`src/rtl/reaction_timer_mp.sv`:
```
// Multi-player reaction timer: random go delay, BCD ms timing per player,
// false-start detection, round winner and best-time tracking.
module reaction_timer_mp #(
   parameter int PLAYERS   = 2,
   parameter int DIGITS    = 4,
   parameter int TICK_DIV  = 50000,
   parameter int MIN_DELAY = 1000
) (
   input  logic                          CLK,
   input  logic                          RST_N,
   input  logic                          START,
   input  logic [PLAYERS-1:0]            BTN,
   output logic                          LED,
   output logic [4*DIGITS*PLAYERS-1:0]   TIME_BCD,
   output logic [PLAYERS-1:0]            FOUL,
   output logic [1:0]                    WINNER,
   output logic                          WIN_VALID,
   output logic [4*DIGITS-1:0]           BEST_BCD,
   output logic [1:0]                    BEST_ID,
   output logic                          DONE
);

   localparam int TW    = 4 * DIGITS;
   localparam int CNT_W = $clog2(TICK_DIV);
   localparam int DLY_W = $clog2(MIN_DELAY + 2048);
   localparam logic [TW-1:0] ALL9 = {DIGITS{4'h9}};

   typedef enum logic [1:0] {
      S_IDLE,
      S_WAIT,
      S_ARMED,
      S_RESULT
   } state_t;

   state_t state, state_n;

   logic [10:0]        lfsr;
   logic               start_q;
   logic [PLAYERS-1:0] btn_q;
   logic               start_rise;
   logic [PLAYERS-1:0] btn_rise;
   logic [CNT_W-1:0]   tick_cnt;
   logic               tick;
   logic [DLY_W-1:0]   delay;
   logic [TW-1:0]      times [PLAYERS];
   logic [PLAYERS-1:0] hit;
   logic [PLAYERS-1:0] sat;
   logic [PLAYERS-1:0] stopped;
   logic               round_start;
   logic               enter_res;
   logic               res_ph1;
   logic               res_ph2;
   logic [1:0]         win_idx;
   logic               win_ok;
   logic [TW-1:0]      win_t;

   // One-step decimal increment; callers never pass an all-9s value.
   function automatic logic [TW-1:0] bcd_inc(input logic [TW-1:0] v);
      logic [TW-1:0] r;
      logic          carry;
      r     = v;
      carry = 1'b1;
      for (int d = 0; d < DIGITS; d++) begin
         if (carry) begin
            if (v[4*d +: 4] == 4'd9) begin
               r[4*d +: 4] = 4'd0;
            end else begin
               r[4*d +: 4] = v[4*d +: 4] + 4'd1;
               carry       = 1'b0;
            end
         end
      end
      return r;
   endfunction

   assign start_rise  = START & ~start_q;
   assign btn_rise    = BTN & ~btn_q;
   assign tick        = (tick_cnt == CNT_W'(TICK_DIV - 1));
   assign round_start = start_rise && (state == S_IDLE || state == S_RESULT);
   assign enter_res   = (state_n == S_RESULT) && (state != S_RESULT);

   for (genvar g = 0; g < PLAYERS; g++) begin : g_pack
      assign TIME_BCD[TW*g +: TW] = times[g];
   end

   // A player is stopped once pressed, fouled, or saturated (timeout).
   always_comb begin
      for (int p = 0; p < PLAYERS; p++) begin
         sat[p]     = (times[p] == ALL9);
         stopped[p] = hit[p] | FOUL[p] | sat[p];
      end
   end

   // Strict less-than keeps the lowest index on ties.
   always_comb begin
      win_ok  = 1'b0;
      win_idx = 2'd0;
      win_t   = ALL9;
      for (int p = 0; p < PLAYERS; p++) begin
         if (hit[p] && !FOUL[p] && (!win_ok || times[p] < win_t)) begin
            win_ok  = 1'b1;
            win_idx = 2'(p);
            win_t   = times[p];
         end
      end
   end

   // NOTE: every output of this block gets a default first, so no path can infer a latch.
   always_comb begin
      state_n = state;
      LED     = 1'b0;
      DONE    = 1'b0;
      case (state)
         S_IDLE: begin
            if (start_rise) state_n = S_WAIT;
         end
         S_WAIT: begin
            if (tick && delay == '0)
               state_n = (&(FOUL | btn_rise)) ? S_RESULT : S_ARMED;
         end
         S_ARMED: begin
            LED = 1'b1;
            if (&stopped) state_n = S_RESULT;
         end
         S_RESULT: begin
            DONE = 1'b1;
            if (start_rise) state_n = S_WAIT;
         end
         default: state_n = S_IDLE;
      endcase
   end

   // NOTE: sequential state uses non-blocking assignments so every register samples pre-edge values.
   always_ff @(posedge CLK) begin
      if (!RST_N) state <= S_IDLE;
      else        state <= state_n;
   end

   always_ff @(posedge CLK) begin
      if (!RST_N) begin
         lfsr      <= 11'h001;
         start_q   <= 1'b0;
         btn_q     <= '0;
         tick_cnt  <= '0;
         delay     <= '0;
         FOUL      <= '0;
         hit       <= '0;
         WINNER    <= 2'd0;
         WIN_VALID <= 1'b0;
         BEST_BCD  <= ALL9;
         BEST_ID   <= 2'd0;
         res_ph1   <= 1'b0;
         res_ph2   <= 1'b0;
         // NOTE: the time array is a handful of flops, not a RAM, so it is reset like any other register.
         for (int p = 0; p < PLAYERS; p++) times[p] <= '0;
      end else begin
         lfsr     <= {lfsr[9:0], lfsr[10] ^ lfsr[8]};
         start_q  <= START;
         btn_q    <= BTN;
         tick_cnt <= tick ? '0 : tick_cnt + CNT_W'(1);
         res_ph1  <= enter_res;
         res_ph2  <= res_ph1;

         if (round_start) begin
            tick_cnt  <= '0;
            delay     <= DLY_W'(MIN_DELAY) + DLY_W'(lfsr);
            FOUL      <= '0;
            hit       <= '0;
            WIN_VALID <= 1'b0;
            res_ph1   <= 1'b0;
            res_ph2   <= 1'b0;
            for (int p = 0; p < PLAYERS; p++) times[p] <= '0;
         end else begin
            case (state)
               S_WAIT: begin
                  if (tick && delay != '0) delay <= delay - DLY_W'(1);
                  for (int p = 0; p < PLAYERS; p++) begin
                     if (btn_rise[p]) begin
                        FOUL[p]  <= 1'b1;
                        times[p] <= ALL9;
                     end
                  end
               end
               S_ARMED: begin
                  // A press on a tick edge latches the pre-increment time.
                  for (int p = 0; p < PLAYERS; p++) begin
                     if (!stopped[p]) begin
                        if (btn_rise[p])  hit[p]   <= 1'b1;
                        else if (tick)    times[p] <= bcd_inc(times[p]);
                     end
                  end
               end
               S_RESULT: begin
                  if (res_ph1) begin
                     WINNER    <= win_idx;
                     WIN_VALID <= win_ok;
                  end
                  if (res_ph2 && win_ok && win_t < BEST_BCD) begin
                     BEST_BCD <= win_t;
                     BEST_ID  <= win_idx;
                  end
               end
               default: ;
            endcase
         end
      end
   end

endmodule
```
`config.mk`:
```
export PLATFORM = sky130hd
export DESIGN_NAME = reaction_timer_mp
export DESIGN_NICKNAME = d
export VERILOG_FILES = /design/src/rtl/reaction_timer_mp.sv
export SDC_FILE = /design/constraint.sdc
export NUM_CORES = 1
export LEC_CHECK = 0
export CELL_PAD_IN_SITES_DETAIL_PLACEMENT = 2
export CELL_PAD_IN_SITES_GLOBAL_PLACEMENT = 2
export CORE_UTILIZATION = 32
export DETAILED_ROUTE_END_ITERATION = 7
export GPL_TIMING_DRIVEN = 1
export MAX_ROUTING_LAYER = met4
export PLACE_DENSITY = 0.77
export SLEW_MARGIN = 20
export SYNTH_ARGS = -nofsm -noshare
export SYNTH_HDL_FRONTEND = slang
export SYNTH_SLANG_ARGS = --single-unit
```
`constraint.sdc`:
```
create_clock -name CLK -period 4.3 [get_ports CLK]
set_clock_uncertainty 0.15 [all_clocks]
set_input_delay 0.645 -clock CLK [delete_from_list [all_inputs] [get_ports CLK]]
set_output_delay 0.645 -clock CLK [all_outputs]
set_load 0.05 [all_outputs]
```
==> run_results.csv <==
group,metric,value,unit
run,cap_violations,0,
clock_tree,cts_made_buffers,9,
clock_tree,cts_tree,"built",
timing,hold_ws,0.301,ns
global_routing,grt_overflow,0,
clock_tree,cts_num_sinks,101,
timing,worst_slack,-0.576,ns
route,drc,0,
clock_tree,clkLatencyLatePin,0.37,ns
synth,synthArstFlopShare,0,
layout,drive_above_1_share,0.240,
worst_setup_path,worst_setup_path_start_kind,"flop",
timing,hold_violations,0,
min_path,whs_path_depth,1,
layout,final_cells,1153,
die,start_util,0.328,
layout,final_util,0.458,
clock_tree,cts_buffer_depth,2,
layout,area_delta_synth_final,39.9,%
layout,nets,929,
route,routed_wl,29.1,mm
synth,ys_ff_latch,101,
worst_setup_path,r2r_cells,19,
worst_setup_path,max_stage_delay,0.47,ns
power,p_per_area,507,nW/µm²
route,drt_iter0_drc,264,
outcome,outcome,"finished with violations",
timing,max_clock_freq,0.205,GHz
worst_setup_path,cp.arrival,4.95,ns
worst_setup_path,critPathCaptureType,"flop",
worst_setup_path,worstSetupPathType,"flop to flop",
timing,tightest_slew,0.964,ns
route,vias_per_cell,5.73,
die,core_area,19500,µm²
placement,dp_hpwl,18.1,mm
global_routing,grt_pass1_vias,7234,
placement,dpl.cell_count,1106,
timing,rsz0062_at_grt,"yes",
clock_tree,cts_root_buf,"clkbuf_16",
power,peakVddDrop,0.000234,V
worst_setup_path,cp_max_fo,8,
placement,place_congestion,0.938,
layout,antenna_cells,0,
global_routing,grt_max_degree,42,
die,ioPinCount,62,
timing,finalSetupViolations,17,
timing,maxSlewViolCount,0,
synth,synth_cells,746,
synth,syn_avg_cell_area,8.58,µm²
clock_tree,clk_pin_slew,0.08,ns
worst_setup_path,crit_top_cell,"buf_6",
global_routing,antenna_found_initial,0,
clock_tree,htreeDepth,3,
timing,min_period,4.88,ns
die,die_x,143,µm
placement,io_buffers,59,
route,antenna_left,0,
min_path,worst_hold_path_type,"flop to flop",
placement,dpl_worst_slack,-0.419,ns
die,die_h,143,µm
route,drt-wirelength-per-cell,25.3,µm
worst_setup_path,cp_cell_sequence,"nor2b_4, buf_6, buf_6, nand2_4, ha_4, a211oi_4, o21ai_4, buf_6, a2111oi_2, nor2_1, and3_4, ha_4, nand4_1, nor4_4, nand2_1, a211oi_2, nor3_4, clkbuf_16, mux2i_2",
outcome,violations,"setup timing",
timing,fin_crit_sh,1.13,
route,firstDrtPassIters,4,
synth,yosysSeqAreaShare,0.366,
route,vias,6606,
synth,yosysUniqueCellTypes,63,
worst_setup_path,critPathRequiredTime,4.37,ns
synth,syn_area,6400,µm²
synth,synth_ff_type,"dfxtp_1",
global_routing,grt_use_total,0.279,
synth,synth-edff-count,32,
power,power,4540,µW
die,dieArea,20600,µm²
worst_setup_path,crit_path_top_delay_cell,"a2111oi_2",
timing,max-slew-margin-rel,0.351,
die,num_rows,51,
synth,yosysWarningCount,0,
power,leakage,0.00339,µW
global_routing,grt_pass1_wl,41.7,mm
-- flip-flops by register name (all words and copies together) (netlist names), 2 cells and up --
name	flops
hit	2
state	2
lfsr	11
BEST_BCD	16
delay	12
times	32
tick_cnt	16
FOUL	2
btn_q	2
-- cell usage in the layout, fill, tap and decap left out, drive strengths merged, types with 19 or more instances in the layout --
cell	synthesis	final
xor2	19	19
clkdlybuf4s50	0	59
nor2	84	84
xnor2	19	19
mux2i	25	25
o21ai	62	62
edfxtp	32	32
inv	35	37
nand2	66	66
a21oi	33	34
ha	41	41
nand3	21	21
buf	6	99
dfxtp	69	69
-- per-stage QoR --
step                      TNS (ns)  area (µm²)
final                        -8.82        8950
after global routing        -10.29        8950
after CTS                   -0.179        8760
after detailed placement     -6.64        7750
after global placement       -3.89        7750
after floorplan                  0        6430
-- layout make-up --
cell class,instances,area (µm²)
Clock inverter,2,20.0
Inverter,35,131
Clock buffer,14,297
Multi-Input combinational cell,577,4410
Tap cell,265,332
Sequential cell,101,2350
Timing Repair Buffer,159,1410
Fill cell,2108,10600
-- worst max-delay path, delay by kind of cell, from the launching register on --
family	cells	cell delay [ns]
muxes	1	0.16
DFF	1	0.38
and+or+nand+nor	8	1.50
buffers and inverters	4	0.68
adders and majority gates	2	0.54
AOI/OAI and AO/OA	4	1.30
-- synthesized netlist by cell type (all sizes together), types with 11 or more instances --
cell type / number / area, µm²
nor2: 84 / 315
dfxtp: 69 / 1380
nand2: 66 / 248
o21ai: 62 / 314
ha: 41 / 513
inv: 35 / 131
a21oi: 33 / 165
edfxtp: 32 / 961
clkbuf: 29 / 109
mux2i: 25 / 250
nand3: 21 / 105
xnor2: 19 / 166
xor2: 19 / 166
and2: 16 / 100
and3: 15 / 93.8
or3: 15 / 93.8
nor3: 14 / 80.1
nand2b: 12 / 75.1
a31oi: 11 / 68.8
o31ai: 11 / 87.6
-- worst paths after layout --
check | startpoint | to | slack (ns)
setup reg to reg | hit[0] | BEST_BCD[9] | -0.58
hold / removal | tick_cnt[0] | tick_cnt[0] | 0.30
setup / recovery | hit[0] | BEST_BCD[9] | -0.58
hold reg to reg | tick_cnt[0] | tick_cnt[0] | 0.30
-- power breakdown --
group | switching, µW | internal (µW)
combinational | 1470 | 875
sequential | 157 | 1140
clock | 414 | 488
total | 2040 | 2500
-- metal layers --
layer,share of wire,track usage,up-vias
li1,-,-,2964
met1,0.39,0.295,3332
met2,0.54,0.515,215
met3,0.035,0.0433,95
met4,0.043,0.111,0
met5,0,-,-
-- logic make-up after synthesis --
group                    Yosys count  synth area share
AND/OR/NAND/NOR                  296             0.244
AO/OA/AOI/OAI                    172             0.171
multiplexers                      27            0.0426
other                              1          0.000586
buffers and inverters             70            0.0436
XOR/XNOR                          38            0.0520
adder cells (fa/ha/maj)           41            0.0802
flip-flops                       101             0.366
-- timing repair --
item,in CTS,in global routing
setup endpoints to repair,17,17
resized for setup,101,24
hold buffers,0,0
cloned,3,0
setup buffers,19,10
pin swaps,23,13
No activity file was read; power rests on OpenSTA's default activity.
